==> src/rtl/multicycle_control_pkg.sv <==
// Shared encodings for the multi-cycle MIPS control unit:
// FSM states, opcodes, mux selects and trap causes.
package multicycle_control_pkg;

  typedef enum logic [3:0] {
    FETCH   = 4'd0,
    DECODE  = 4'd1,
    MEMADR  = 4'd2,
    MEMRD   = 4'd3,
    MEMWB   = 4'd4,
    MEMWR   = 4'd5,
    EXEC    = 4'd6,
    ALUWB   = 4'd7,
    IMMEXEC = 4'd8,
    IMMWB   = 4'd9,
    BRANCH  = 4'd10,
    JUMP    = 4'd11,
    JR      = 4'd12,
    TRAP    = 4'd13
  } state_t;

  localparam logic [5:0] OP_RTYPE = 6'h00;
  localparam logic [5:0] OP_J     = 6'h02;
  localparam logic [5:0] OP_JAL   = 6'h03;
  localparam logic [5:0] OP_BEQ   = 6'h04;
  localparam logic [5:0] OP_BNE   = 6'h05;
  localparam logic [5:0] OP_ADDI  = 6'h08;
  localparam logic [5:0] OP_ANDI  = 6'h0C;
  localparam logic [5:0] OP_ORI   = 6'h0D;
  localparam logic [5:0] OP_XORI  = 6'h0E;
  localparam logic [5:0] OP_LUI   = 6'h0F;
  localparam logic [5:0] OP_LW    = 6'h23;
  localparam logic [5:0] OP_SW    = 6'h2B;

  localparam logic [5:0] FUNCT_JR = 6'h08;

  localparam logic [1:0] SRCB_B   = 2'b00;
  localparam logic [1:0] SRCB_4   = 2'b01;
  localparam logic [1:0] SRCB_IMM = 2'b10;
  localparam logic [1:0] SRCB_BR  = 2'b11;

  localparam logic [1:0] PC_ALU    = 2'b00;
  localparam logic [1:0] PC_ALUOUT = 2'b01;
  localparam logic [1:0] PC_JUMP   = 2'b10;
  localparam logic [1:0] PC_A      = 2'b11;

  localparam logic [1:0] ALU_ADD   = 2'b00;
  localparam logic [1:0] ALU_SUB   = 2'b01;
  localparam logic [1:0] ALU_FUNCT = 2'b10;
  localparam logic [1:0] ALU_LOGIC = 2'b11;

  localparam logic [1:0] TRAP_NONE = 2'b00;
  localparam logic [1:0] TRAP_ILL  = 2'b01;
  localparam logic [1:0] TRAP_MEM  = 2'b10;

  function automatic logic isLogicImm(
    input logic [5:0] op
  );
    return op inside {OP_ANDI, OP_ORI, OP_XORI};
  endfunction

endpackage

==> src/rtl/multicycle_control_if.sv <==
// Control-to-datapath bundle: IR fields and memory
// handshake in, datapath enables and status out.
interface multicycle_control_if #(
  parameter int CNT_W = 32
);
  logic [5:0] opcode;
  logic [5:0] funct;
  logic       zero;
  logic       mem_ready;
  logic       IorD;
  logic       MemRead;
  logic       MemWrite;
  logic       IRWrite;
  logic       RegDst;
  logic       MemtoReg;
  logic       RegWrite;
  logic       ALUSrcA;
  logic [1:0] ALUSrcB;
  logic [1:0] ALUOp;
  logic [1:0] PCSrc;
  logic       PCWrite;
  logic       ExtOp;
  logic       Jr;
  logic       JalEn;
  logic       LuiEn;
  logic [3:0] state;
  logic [1:0] trap;
  logic [CNT_W-1:0] instret;

  modport master (
    input  opcode, funct, zero, mem_ready,
    output IorD, MemRead, MemWrite, IRWrite,
    output RegDst, MemtoReg, RegWrite,
    output ALUSrcA, ALUSrcB, ALUOp, PCSrc,
    output PCWrite, ExtOp, Jr, JalEn, LuiEn,
    output state, trap, instret
  );

  modport slave (
    output opcode, funct, zero, mem_ready,
    input  IorD, MemRead, MemWrite, IRWrite,
    input  RegDst, MemtoReg, RegWrite,
    input  ALUSrcA, ALUSrcB, ALUOp, PCSrc,
    input  PCWrite, ExtOp, Jr, JalEn, LuiEn,
    input  state, trap, instret
  );
endinterface

==> src/rtl/mc_mem_wait_timer.sv <==
// Counts consecutive stalled memory cycles and flags
// the cycle on which the wait limit is reached.
module mc_mem_wait_timer #(
  parameter int LIMIT = 16
) (
  input  logic clk,
  input  logic reset,
  input  logic active,
  input  logic ready,
  output logic timeout
);
  localparam int CW = (LIMIT > 1) ? $clog2(LIMIT) : 1;
  localparam int LASTI = (LIMIT > 0) ? LIMIT - 1 : 0;
  localparam logic [CW-1:0] LAST = CW'(LASTI);
  localparam bit EN = (LIMIT != 0);

  logic [CW-1:0] cnt;
  logic waiting;

  assign waiting = active && !ready;
  // ready on the limit cycle suppresses the trap
  assign timeout = EN && waiting && (cnt == LAST);

  always_ff @(posedge clk or posedge reset) begin
    if (reset)
      cnt <= '0;
    else if (EN && waiting && !timeout)
      cnt <= cnt + CW'(1);
    else
      cnt <= '0;
  end
endmodule

==> src/rtl/multicycle_control.sv <==
// Multi-cycle MIPS control FSM with memory handshake,
// wait timeout, illegal-opcode trap and retire counter.
module multicycle_control
  import multicycle_control_pkg::*;
#(
  parameter int MEM_TIMEOUT     = 16,
  parameter bit TRAP_ON_ILLEGAL = 1'b1,
  parameter int CNT_W           = 32
) (
  input logic clk,
  input logic reset,
  multicycle_control_if.master bus
);
  state_t state;
  state_t stateNxt;
  logic [1:0] trap;
  logic [1:0] trapNxt;
  logic [CNT_W-1:0] instret;
  logic retire;
  logic memWait;
  logic timeout;
  logic [5:0] op;

  assign op = bus.opcode;
  assign memWait = state inside {FETCH, MEMRD, MEMWR};

  mc_mem_wait_timer #(
    .LIMIT(MEM_TIMEOUT)
  ) uTimer (
    .clk    (clk),
    .reset  (reset),
    .active (memWait),
    .ready  (bus.mem_ready),
    .timeout(timeout)
  );

  always_ff @(posedge clk or posedge reset) begin
    if (reset) begin
      state   <= FETCH;
      trap    <= TRAP_NONE;
      instret <= '0;
    end else begin
      state <= stateNxt;
      trap  <= trapNxt;
      if (retire)
        instret <= instret + CNT_W'(1);
    end
  end

  always_comb begin
    stateNxt = state;
    trapNxt  = trap;
    retire   = 1'b0;
    unique case (state)
      FETCH:
        if (bus.mem_ready) stateNxt = DECODE;
      DECODE:
        unique case (1'b1)
          op == OP_RTYPE && bus.funct == FUNCT_JR:
            stateNxt = JR;
          op == OP_RTYPE && bus.funct != FUNCT_JR:
            stateNxt = EXEC;
          op == OP_LW || op == OP_SW:
            stateNxt = MEMADR;
          op == OP_BEQ || op == OP_BNE:
            stateNxt = BRANCH;
          op == OP_ADDI || op == OP_LUI || isLogicImm(op):
            stateNxt = IMMEXEC;
          op == OP_J || op == OP_JAL:
            stateNxt = JUMP;
          default:
            if (TRAP_ON_ILLEGAL) begin
              stateNxt = TRAP;
              trapNxt  = TRAP_ILL;
            end else begin
              stateNxt = FETCH;
              retire   = 1'b1;
            end
        endcase
      MEMADR:
        stateNxt = (op == OP_SW) ? MEMWR : MEMRD;
      MEMRD:
        if (bus.mem_ready) stateNxt = MEMWB;
      MEMWR:
        if (bus.mem_ready) begin
          stateNxt = FETCH;
          retire   = 1'b1;
        end
      EXEC:    stateNxt = ALUWB;
      IMMEXEC: stateNxt = IMMWB;
      MEMWB, ALUWB, IMMWB, BRANCH, JUMP, JR: begin
        stateNxt = FETCH;
        retire   = 1'b1;
      end
      TRAP:    stateNxt = TRAP;
      default: stateNxt = FETCH;
    endcase
    if (timeout) begin
      stateNxt = TRAP;
      trapNxt  = TRAP_MEM;
      retire   = 1'b0;
    end
  end

  assign bus.state   = state;
  assign bus.trap    = trap;
  assign bus.instret = instret;

  always_comb begin
    bus.IorD     = 1'b0;
    bus.MemRead  = 1'b0;
    bus.MemWrite = 1'b0;
    bus.IRWrite  = 1'b0;
    bus.RegDst   = 1'b0;
    bus.MemtoReg = 1'b0;
    bus.RegWrite = 1'b0;
    bus.ALUSrcA  = 1'b0;
    bus.ALUSrcB  = SRCB_B;
    bus.ALUOp    = ALU_ADD;
    bus.PCSrc    = PC_ALU;
    bus.PCWrite  = 1'b0;
    bus.ExtOp    = 1'b1;
    bus.Jr       = 1'b0;
    bus.JalEn    = 1'b0;
    bus.LuiEn    = 1'b0;
    // datapath stays quiet for the whole reset pulse
    if (!reset) begin
      unique case (state)
        FETCH: begin
          bus.MemRead = 1'b1;
          bus.ALUSrcB = SRCB_4;
          bus.IRWrite = bus.mem_ready;
          bus.PCWrite = bus.mem_ready;
        end
        DECODE: bus.ALUSrcB = SRCB_BR;
        MEMADR: begin
          bus.ALUSrcA = 1'b1;
          bus.ALUSrcB = SRCB_IMM;
        end
        MEMRD: begin
          bus.MemRead = 1'b1;
          bus.IorD    = 1'b1;
        end
        MEMWB: begin
          bus.MemtoReg = 1'b1;
          bus.RegWrite = 1'b1;
        end
        MEMWR: begin
          bus.MemWrite = 1'b1;
          bus.IorD     = 1'b1;
        end
        EXEC: begin
          bus.ALUSrcA = 1'b1;
          bus.ALUOp   = ALU_FUNCT;
        end
        ALUWB: begin
          bus.RegDst   = 1'b1;
          bus.RegWrite = 1'b1;
        end
        IMMEXEC, IMMWB: begin
          bus.ALUSrcA  = 1'b1;
          bus.ALUSrcB  = SRCB_IMM;
          bus.RegWrite = (state == IMMWB);
          bus.LuiEn    = (op == OP_LUI);
          if (isLogicImm(op)) begin
            bus.ALUOp = ALU_LOGIC;
            bus.ExtOp = 1'b0;
          end
        end
        BRANCH: begin
          bus.ALUSrcA = 1'b1;
          bus.ALUOp   = ALU_SUB;
          bus.PCSrc   = PC_ALUOUT;
          bus.PCWrite = (op == OP_BEQ) ? bus.zero : !bus.zero;
        end
        JUMP: begin
          bus.PCSrc    = PC_JUMP;
          bus.PCWrite  = 1'b1;
          bus.RegWrite = (op == OP_JAL);
          bus.JalEn    = (op == OP_JAL);
        end
        JR: begin
          bus.PCSrc   = PC_A;
          bus.PCWrite = 1'b1;
          bus.Jr      = 1'b1;
        end
        default: ;
      endcase
    end
  end
endmodule

==> src/flat_wrapper.sv <==
// flat-port wrapper written by rule: the top's interface ports become plain ports
module multicycle_control_flat import multicycle_control_pkg::*;
#(
  parameter int MEM_TIMEOUT     = 16,
  parameter bit TRAP_ON_ILLEGAL = 1'b1,
  parameter int CNT_W           = 32
)
  (clk, reset, bus_opcode, bus_funct, bus_zero, bus_mem_ready, bus_IorD, bus_MemRead, bus_MemWrite, bus_IRWrite, bus_RegDst, bus_MemtoReg, bus_RegWrite, bus_ALUSrcA, bus_ALUSrcB, bus_ALUOp, bus_PCSrc, bus_PCWrite, bus_ExtOp, bus_Jr, bus_JalEn, bus_LuiEn, bus_state, bus_trap, bus_instret);
  multicycle_control_if #(.CNT_W(CNT_W)) bus_i ();
  input logic clk;
  input logic reset;
  input wire logic [$bits(bus_i.opcode)-1:0] bus_opcode;
  input wire logic [$bits(bus_i.funct)-1:0] bus_funct;
  input wire logic [$bits(bus_i.zero)-1:0] bus_zero;
  input wire logic [$bits(bus_i.mem_ready)-1:0] bus_mem_ready;
  output wire logic [$bits(bus_i.IorD)-1:0] bus_IorD;
  output wire logic [$bits(bus_i.MemRead)-1:0] bus_MemRead;
  output wire logic [$bits(bus_i.MemWrite)-1:0] bus_MemWrite;
  output wire logic [$bits(bus_i.IRWrite)-1:0] bus_IRWrite;
  output wire logic [$bits(bus_i.RegDst)-1:0] bus_RegDst;
  output wire logic [$bits(bus_i.MemtoReg)-1:0] bus_MemtoReg;
  output wire logic [$bits(bus_i.RegWrite)-1:0] bus_RegWrite;
  output wire logic [$bits(bus_i.ALUSrcA)-1:0] bus_ALUSrcA;
  output wire logic [$bits(bus_i.ALUSrcB)-1:0] bus_ALUSrcB;
  output wire logic [$bits(bus_i.ALUOp)-1:0] bus_ALUOp;
  output wire logic [$bits(bus_i.PCSrc)-1:0] bus_PCSrc;
  output wire logic [$bits(bus_i.PCWrite)-1:0] bus_PCWrite;
  output wire logic [$bits(bus_i.ExtOp)-1:0] bus_ExtOp;
  output wire logic [$bits(bus_i.Jr)-1:0] bus_Jr;
  output wire logic [$bits(bus_i.JalEn)-1:0] bus_JalEn;
  output wire logic [$bits(bus_i.LuiEn)-1:0] bus_LuiEn;
  output wire logic [$bits(bus_i.state)-1:0] bus_state;
  output wire logic [$bits(bus_i.trap)-1:0] bus_trap;
  output wire logic [$bits(bus_i.instret)-1:0] bus_instret;
  assign bus_i.opcode = bus_opcode;
  assign bus_i.funct = bus_funct;
  assign bus_i.zero = bus_zero;
  assign bus_i.mem_ready = bus_mem_ready;
  assign bus_IorD = bus_i.IorD;
  assign bus_MemRead = bus_i.MemRead;
  assign bus_MemWrite = bus_i.MemWrite;
  assign bus_IRWrite = bus_i.IRWrite;
  assign bus_RegDst = bus_i.RegDst;
  assign bus_MemtoReg = bus_i.MemtoReg;
  assign bus_RegWrite = bus_i.RegWrite;
  assign bus_ALUSrcA = bus_i.ALUSrcA;
  assign bus_ALUSrcB = bus_i.ALUSrcB;
  assign bus_ALUOp = bus_i.ALUOp;
  assign bus_PCSrc = bus_i.PCSrc;
  assign bus_PCWrite = bus_i.PCWrite;
  assign bus_ExtOp = bus_i.ExtOp;
  assign bus_Jr = bus_i.Jr;
  assign bus_JalEn = bus_i.JalEn;
  assign bus_LuiEn = bus_i.LuiEn;
  assign bus_state = bus_i.state;
  assign bus_trap = bus_i.trap;
  assign bus_instret = bus_i.instret;
  multicycle_control #(.MEM_TIMEOUT(MEM_TIMEOUT), .TRAP_ON_ILLEGAL(TRAP_ON_ILLEGAL), .CNT_W(CNT_W)) u_core (.clk(clk), .reset(reset), .bus(bus_i));
endmodule
==> config.mk <==
export PLATFORM = sky130hd
export DESIGN_NAME = multicycle_control_flat
export DESIGN_NICKNAME = d
export VERILOG_FILES = /design/src/rtl/multicycle_control_pkg.sv /design/src/rtl/multicycle_control_if.sv /design/src/rtl/mc_mem_wait_timer.sv /design/src/rtl/multicycle_control.sv /design/src/flat_wrapper.sv
export SDC_FILE = /design/constraint.sdc
export NUM_CORES = 1
export LEC_CHECK = 0
export CORE_MARGIN = 5
export CORE_UTILIZATION = 30
export CTS_CLUSTER_SIZE = 25
export DETAILED_ROUTE_END_ITERATION = 6
export PLACE_DENSITY_LB_ADDON = 0.1
export SYNTH_ARGS = -nofsm -noshare
export SYNTH_HDL_FRONTEND = slang
export SYNTH_SLANG_ARGS = --single-unit
==> constraint.sdc <==
create_clock -name clk -period 2.3 [get_ports clk]
set_input_delay 0.345 -clock clk [delete_from_list [all_inputs] [get_ports clk]]
set_output_delay 0.345 -clock clk [all_outputs]
set_load 0.01 [all_outputs]
==> out/summary.txt, run 1 <==
drt drc -> 0
via count -> 2402
vias per inst -> 4.94
clk_lat worst skew -> 290 ps
Starting Density -> 30.7%
vias in the first global route -> 2367
RSZ-0062 raised after global routing -> true
layout cells sized above 1 -> 17.6%
crit path cell chain -> buf_12, buf_4, xor2_1, nor3_1, clkdlybuf4s50_1
Synth area leader -> dfrtp_1
# clock sinks -> 42
max-cap violations -> 0
Worst Path Arrival -> 1900 ps
total track usage -> 13.8%
Rows -> 33
largest fanout on the critical path -> 9
number of inserted diodes -> 0
Leakage Power -> 0.00169 uW
Util after Layout -> 46.1%
die width -> 102 um
die area -> 10300 sq um
Hold Buf Count CTS -> 0
Crit path depth -> 5
Primary FF master, synth -> dfrtp_1
Tcrit/Tclk final -> 97.6%
most frequent standard cell in the layout excluding fill and tap cells -> clkdlybuf4s50_1
Total Wirelength -> 7100 um
die height -> 102 um
HPWL Detailed -> 5310 um
Least-Margin Pin Slew -> 383 ps
area share of the largest cell type after synthesis -> 41.7%
R2R depth -> 7
Setup crit start kind -> flop
Slew headroom -> 74.3%
clock-pin slew reported for the worst setup and hold paths after clock tree synthesis -> 80 ps
initial antenna violation count -> 0
peak supply drop -> 425 uV
critical path class -> reg2out
hold path depth -> 1
Post-synth EDFFs -> 0
fin crit period -> 2250 ps
wire per inst -> 14.6 um
CTS max path bufs -> 2
Final setup viols -> 0
Top Family by Delay on Critical Path -> buffers and inverters
DRT iter0 DRCs -> 81
Hold/Removal Path Class -> reg2reg
post-route ant nets -> 0
Crit-path slowest cell -> clkdlybuf4s50_1
fin nets -> 399
status -> finished clean
max-slew violation count -> 0
Post-Synthesis Cells -> 277
GRT Residual Overflow -> 0
clk root buf -> clkbuf_8
crit end category -> output port
CP peak stage delay -> 570 ps
Worst EP required -> 1960 ps
Routability Congestion -> 0.794
number of distinct library cells after synthesis -> 52
Syn-to-layout area delta -> 50.4%
Fin. Hold Viols -> 0
Tot Pwr -> 2800 uW
H-tree depth -> 2
clock skew -> 5.06 ps
core box area -> 8220 sq um
worst hold margin -> 463 ps
synthesized cell area -> 2520 sq um
buffers plus inverters on the worst setup path -> 3
Area contributors post-synth -> dfrtp_1, xnor2_1, nor2_1
Synth Register Bits -> 42
CTS tree -> done
syn avg cell area -> 9.10 sq um
Mapped Nets -> 295
DR pass1 iterations -> 4
FFs w/ async S/R, synth -> 100%
sequential area share after synthesis -> 41.7%
yosys warns -> 0
first-pass GRT wire length -> 11500 um
# port buffers -> 72
largest net degree at the start of global routing -> 43
Power Density -> 740 nW/um^2
highest clock rate -> 445 MHz
Num CTS Buffers -> 5
I/O pins -> 73
commonest non-fill, non-tap cells in the layout -> clkdlybuf4s50_1, dfrtp_1, buf_4
## cells in the mapped netlist, drive strengths merged, types with 3 or more instances
cell	instances
a21oi	8
and3	8
and4	3
buf	4
clkbuf	10
dfrtp	42
inv	5
nand2	24
nand2b	7
nand3	18
nand4	14
nor2	27
nor2b	4
nor3	13
nor3b	3
nor4	5
o21ai	6
o31a	3
or4b	3
xnor2	28
xor2	9
## report_power, final
part           internal (uW)  switching (uW)  leakage [uW]
Sequential               826             115      0.000560
Clock                    209             233     0.0000383
Combinational            703             717       0.00110
Total                   1740            1060       0.00169
## through the flow
stage                     cells  worst slack (ps)  TNS (ps)  cell area (sq um)
after detailed placement    473              -277      -977               3580
final                       486              54.2         0               3790
after CTS                   480              4.37         0               3680
after global routing        486             -8.91     -21.7               3790
after floorplan             277               428         0               2520
after global placement      473              -209      -719               3580
## routing by layer
metal	GRT usage [%]	up-vias	routed length, um
met1	19.1	1156	3370
met5	0	-	0
li1	-	1197	-
met3	2.96	6	296
met2	21.9	43	3370
met4	3.48	0	67
## cell families (layout without fill, tap and decap cells)
kind of cell | count (synthesis) | count (layout) | share of synthesized area (%)
simple gates | 140 | 140 | 30.4
flops | 42 | 42 | 41.7
xor+xnor | 37 | 37 | 13.2
compound gates | 34 | 34 | 9.38
buf+inv | 20 | 124 | 3.53
fa+ha+maj | 2 | 2 | 0.993
mux | 2 | 2 | 0.844
## path summary, 6_finish.rpt
kind / from / end / slack, ps
worst min-delay path: u_core.uTimer.cnt[0] / u_core.uTimer.cnt[0] / 460
min in group asynchronous: reset / u_core.bus.instret[28] / 660
worst max register to register: u_core.bus.state[3] / u_core.bus.instret[9] / 200
max in group asynchronous: reset / u_core.bus.state[1] / 1420
worst min register to register: u_core.uTimer.cnt[0] / u_core.uTimer.cnt[0] / 460
worst max-delay path: u_core.bus.state[1] / bus_ALUSrcB[1] / 50
## area by class of cell
type	instances	area [sq um]
Fill cell	817	4430
Multi-Input combinational cell	215	1450
Timing Repair Buffer	111	1060
Sequential cell	42	1050
Tap cell	105	131
Clock buffer	7	76.3
Inverter	6	23.8
## what timing repair did
action,4_1_cts,5_1_grt
setup endpoints to repair,11,13
gates resized for setup,17,17
pin swaps,1,4
hold endpoints to repair,0,0
setup buffers,0,6
## state kept, by name, indices dropped and copies added (netlist names)
register            cells
u_core.bus.trap         2
u_core.uTimer.cnt       4
u_core.bus.instret     32
u_core.bus.state        4
(Power assumes the default switching activity.)
==> run 2, diff against run 1 <==
GPL_ROUTABILITY_DRIVEN = 0   (was not set)
MAX_ROUTING_LAYER = met4   (was not set)
==> run 2 against run 1 <==
Effect of this change:
- final area is the same
- routed wire length shrank 0.23%
- sequential share of layout area is the same
- combinational power is essentially flat
- non-clock buffer count is the same
- via count shrank 0.21%
- clock skew is essentially flat
- setup slack gained 0.61 ps
- register-to-register slack is essentially flat
- core utilization is the same
- clock power is essentially flat
- fmax is essentially flat
==> out/summary.txt, run 2 (synthesis gave the netlist of run 1 again) <==
Leakage Power -> 0.00169 uW
first-pass GRT wire length -> 11500 um
total track usage -> 14.2%
worst hold margin -> 463 ps
Largest regs -> u_core.bus.instret x32, u_core.bus.state x4, u_core.uTimer.cnt x4
initial antenna violation count -> 0
critical path class -> reg2out
status -> finished clean
crit end category -> output port
fin crit period -> 2250 ps
HPWL Detailed -> 5310 um
largest net degree at the start of global routing -> 43
Starting Density -> 30.7%
clk_lat worst skew -> 290 ps
largest fanout on the critical path -> 9
clock-pin slew reported for the worst setup and hold paths after clock tree synthesis -> 80 ps
RSZ-0062 raised after global routing -> true
# clock sinks -> 42
Tcrit/Tclk final -> 97.6%
clock skew -> 5.00 ps
Num CTS Buffers -> 5
fin nets -> 399
Hold/Removal Path Class -> reg2reg
peak supply drop -> 425 uV
core box area -> 8220 sq um
Setup WS pre-CTS -> -277 ps
Fin. Hold Viols -> 0
Final setup viols -> 0
R2R Path End -> u_core.bus.instret[9]
Worst EP required -> 1960 ps
I/O pins -> 73
GRT Residual Overflow -> 0
DRT iter0 DRCs -> 77
CTS tree -> done
crit path launch -> u_core.bus.state[1]
Setup crit start kind -> flop
Worst Path Arrival -> 1900 ps
max reg flops -> 32
max-cap violations -> 0
drt drc -> 0
post-route ant nets -> 0
register with the most flip-flops -> u_core.bus.instret
commonest non-fill, non-tap cells in the layout -> clkdlybuf4s50_1, dfrtp_1, buf_4
via count -> 2397
number of inserted diodes -> 0
R2R depth -> 7
clk root buf -> clkbuf_8
Setup crit end -> bus_ALUSrcB[1]
setup ws final -> 54.8 ps
vias per inst -> 4.93
wire per inst -> 14.6 um
die height -> 102 um
most frequent standard cell in the layout excluding fill and tap cells -> clkdlybuf4s50_1
R2R Setup Slk -> 200 ps
die area -> 10300 sq um
H-tree depth -> 2
DR pass1 iterations -> 4
die width -> 102 um
# port buffers -> 72
CTS max path bufs -> 2
vias in the first global route -> 2371
Least-Margin Pin Slew -> 383 ps
Rows -> 33
max-slew violation count -> 0
highest clock rate -> 445 MHz
Slew headroom -> 74.3%
Power Density -> 740 nW/um^2
fill cell count -> 817
layout cells sized above 1 -> 17.6%
Syn-to-layout area delta -> 50.4%
R2R Path Start -> u_core.bus.state[3]
Total Wirelength -> 7090 um
-- run 2: cell counts in the layout (fill, tap and decap cells not counted) --
Identical to the previous run, type by type.
-- run 2: repair_timing --
item / CTS / global route
resized for setup: 17 / 17
setup buffers: 0 / 6
endpoints found under the setup margin: 11 / 13
pin swaps: 1 / 4
hold buffers: 0 / 0
-- run 2: metal layers --
metal / global-route usage, % / up-vias / share of wire (%)
li1: - / 1197 / -
met1: 19.5 / 1147 / 48
met2: 21.9 / 47 / 47
met3: 2.34 / 6 / 3.4
met4: 3.48 / 0 / 0.89
met5: - / - / 0
-- run 2: area by class of cell --
cell class                 instances  area [sq um]  area share, %
multi-input combinational        215          1450           38.1
timing repair buffer             111          1060           28.0
inverter                           6          23.8          0.627
clock buffer                       7          76.3           2.01
sequential                        42          1050           27.8
tap                              105           131           3.47
-- run 2: power by group --
group          total, uW  leakage (uW)  switching (uW)  internal (uW)
clock network        443     0.0000383             234            209
registers            942      0.000560             115            826
logic               1420       0.00110             716            703
-- run 2: worst max-delay path, cell delays in order (launching register included) --
cell and delay [ps]:
dfrtp_2 430, buf_12 140, buf_4 160, xor2_1 160
nor3_1 140, clkdlybuf4s50_1 570
-- run 2: how the worst min path moves through the flow --
stage                              start                   end  slack (ps)  cells after the start
floorplan           u_core.uTimer.cnt[0]  u_core.uTimer.cnt[0]         430                      1
global placement    u_core.uTimer.cnt[0]  u_core.uTimer.cnt[0]         450                      1
detailed placement  u_core.uTimer.cnt[0]  u_core.uTimer.cnt[0]         450                      1
CTS                 u_core.uTimer.cnt[0]  u_core.uTimer.cnt[0]         460                      1
global route        u_core.uTimer.cnt[0]  u_core.uTimer.cnt[0]         500                      1
finish              u_core.uTimer.cnt[0]  u_core.uTimer.cnt[0]         460                      1
-- run 2: metrics by stage --
stage / instance area, sq um / setup TNS (ps) / util (%) / total power [uW] / cells
floorplan: 2520 / 0 / - / 1660 / 277
global placement: 3580 / -719 / 43.6 / 2300 / 473
detailed placement: 3580 / -977 / 43.6 / 2300 / 473
CTS: 3680 / 0 / 44.8 / 2770 / 480
global route: 3790 / -22.3 / 46.1 / 3000 / 486
finish: 3790 / 0 / 46.1 / 2800 / 486
==> patch (settings of run 1) <==
`CNT_W` is set to 32 in 3 places; all go to 28.
--- a/src/rtl/multicycle_control_if.sv
+++ b/src/rtl/multicycle_control_if.sv
@@ -3,3 +3,3 @@
 interface multicycle_control_if #(
-  parameter int CNT_W = 32
+  parameter int CNT_W = 28
 );
--- a/src/rtl/multicycle_control.sv
+++ b/src/rtl/multicycle_control.sv
@@ -7,3 +7,3 @@
   parameter bit TRAP_ON_ILLEGAL = 1'b1,
-  parameter int CNT_W           = 32
+  parameter int CNT_W           = 28
 ) (
--- a/src/flat_wrapper.sv
+++ b/src/flat_wrapper.sv
@@ -5,3 +5,3 @@
   parameter bit TRAP_ON_ILLEGAL = 1'b1,
-  parameter int CNT_W           = 32
+  parameter int CNT_W           = 28
 )
Interface: changed (resized bus_instret); port bits go from 73 to 69. The function was not compared with the original's and may differ.
==> patch against run 1 <==
The run now ends with negative setup slack left. Sequential share of layout area fell by 0.86 points. Count of clock-buffer cells in the layout decreased by 1. Wire length decreased by 4.5%. Final area down 6.7%. Critical endpoint is now bus_RegWrite. Worst setup slack worse by 0.10 ns. Power is 4.3% lower. Die area decreased by 4.7%. Sequential power is 3.3% lower. Maximum frequency shrank 4.3%. Clock power up 9.7%. Synthesized area is 5.2% lower. Sequential cell count decreased by 4.
==> patch: results <==
{
  "outcome": "finished, violations left",
  "failed_checks": "negative setup slack",
  "postSynthCellCount": 278,
  "share_of_power_burned_in_combinational_logic_pct": 48.0,
  "timing.hold.ws_ns": 0.460,
  "grt_util_met3_pct": 3.23,
  "timing.reg2reg.setup_slack_ns": 0.27,
  "power.share.sequential_pct": 33.9,
  "post_route_cells_drive_above_1_share_pct": 16.0,
  "track_usage_pct": 13.9,
  "arrival_time_at_the_worst_endpoint_ns": 2.00,
  "synth.net_count": 296,
  "fill_cells": 781,
  "met2WireLength_mm": 3.15,
  "wl_met3_um": 319,
  "use_met1_pct": 19.1,
  "power.ir.vdd_worst_uv": 456,
  "sequentialPower_uw": 910,
  "netlist_top_cells_area": "dfrtp_1, xor2_1, nor2_1, nand2_1, xnor2_1",
  "finalSetupViolCount": 1,
  "synthArstFlopShare_pct": 100,
  "routedLengthMet1_mm": 3.25,
  "r2r-start": "u_core.bus.state[1]$_DFFE_PP0P_",
  "regToRegEndpoint": "u_core.bus.instret[26]$_DFFE_PP0P_",
  "groute.layer.met2.usage_pct": 22.5,
  "cellInternalPower_uw": 1640,
  "route.detailed.vias_per_inst": 4.84,
  "drt-wirelength-per-cell_um": 14.2,
  "synth_sequential_area_ratio_pct": 39.8,
  "worst_setup_path_endpoint": "bus_RegWrite",
  "largest_net_degree_at_the_start_of_global_routing": 39,
  "hpwl_mm": 5.24,
  "synth.distinct_cells": 55,
  "placedInstanceArea_sq_um": 3390,
  "leakage_dissipation_uw": 0.00161,
  "pre_cts_slack_ns": -0.270,
  "largestRegisters": "u_core.bus.instret x28, u_core.bus.state x4, u_core.uTimer.cnt x4",
  "global_route_wire_length_before_repair_mm": 11.3,
  "postRouteWirelength_mm": 6.78,
  "worstPathMaxFanout": 6,
  "dr.first_iter.drc_count": 64,
  "setup-tns-final_ns": -0.0472,
  "worst_slack_ns": -0.0472,
  "synth.cells.most_frequent": "nor2_1, dfrtp_1, nand2_1, xor2_1, inv_1"
}
==> patch: layout make-up <==
cell class	instances	area [sq um]	share of cell area, %
Sequential cell	38	952	26.9
Clock inverter	2	12.5	0.354
Inverter	13	48.8	1.38
Timing Repair Buffer	102	945	26.7
Clock buffer	6	82.6	2.34
Tap cell	102	128	3.61
Multi-Input combinational cell	214	1370	38.7
==> patch: cells by family (layout without fill, tap and decap cells) <==
kind of cell	after synthesis	in the layout	share of synthesized area, %
AOI/OAI and AO/OA	44	44	14.3
and+or+nand+nor	133	133	27.3
buffers and inverters	26	123	4.50
adders and majority gates	2	2	1.05
muxes	3	3	1.31
xor gates and xnor gates	32	32	11.7
DFF	38	38	39.8
==> patch: timing repair <==
item,in CTS,in global routing
buffers inserted,0,0
pin swaps,0,1
endpoints found under the setup margin,13,11
resized for setup,13,10
==> patch: critical path, delay by kind of cell, from the launching register on <==
family,cells,cell delay [ns]
AOI/OAI and AO/OA,1,0.11
buffers and inverters,3,0.88
DFF,1,0.44
and+or+nand+nor,2,0.28
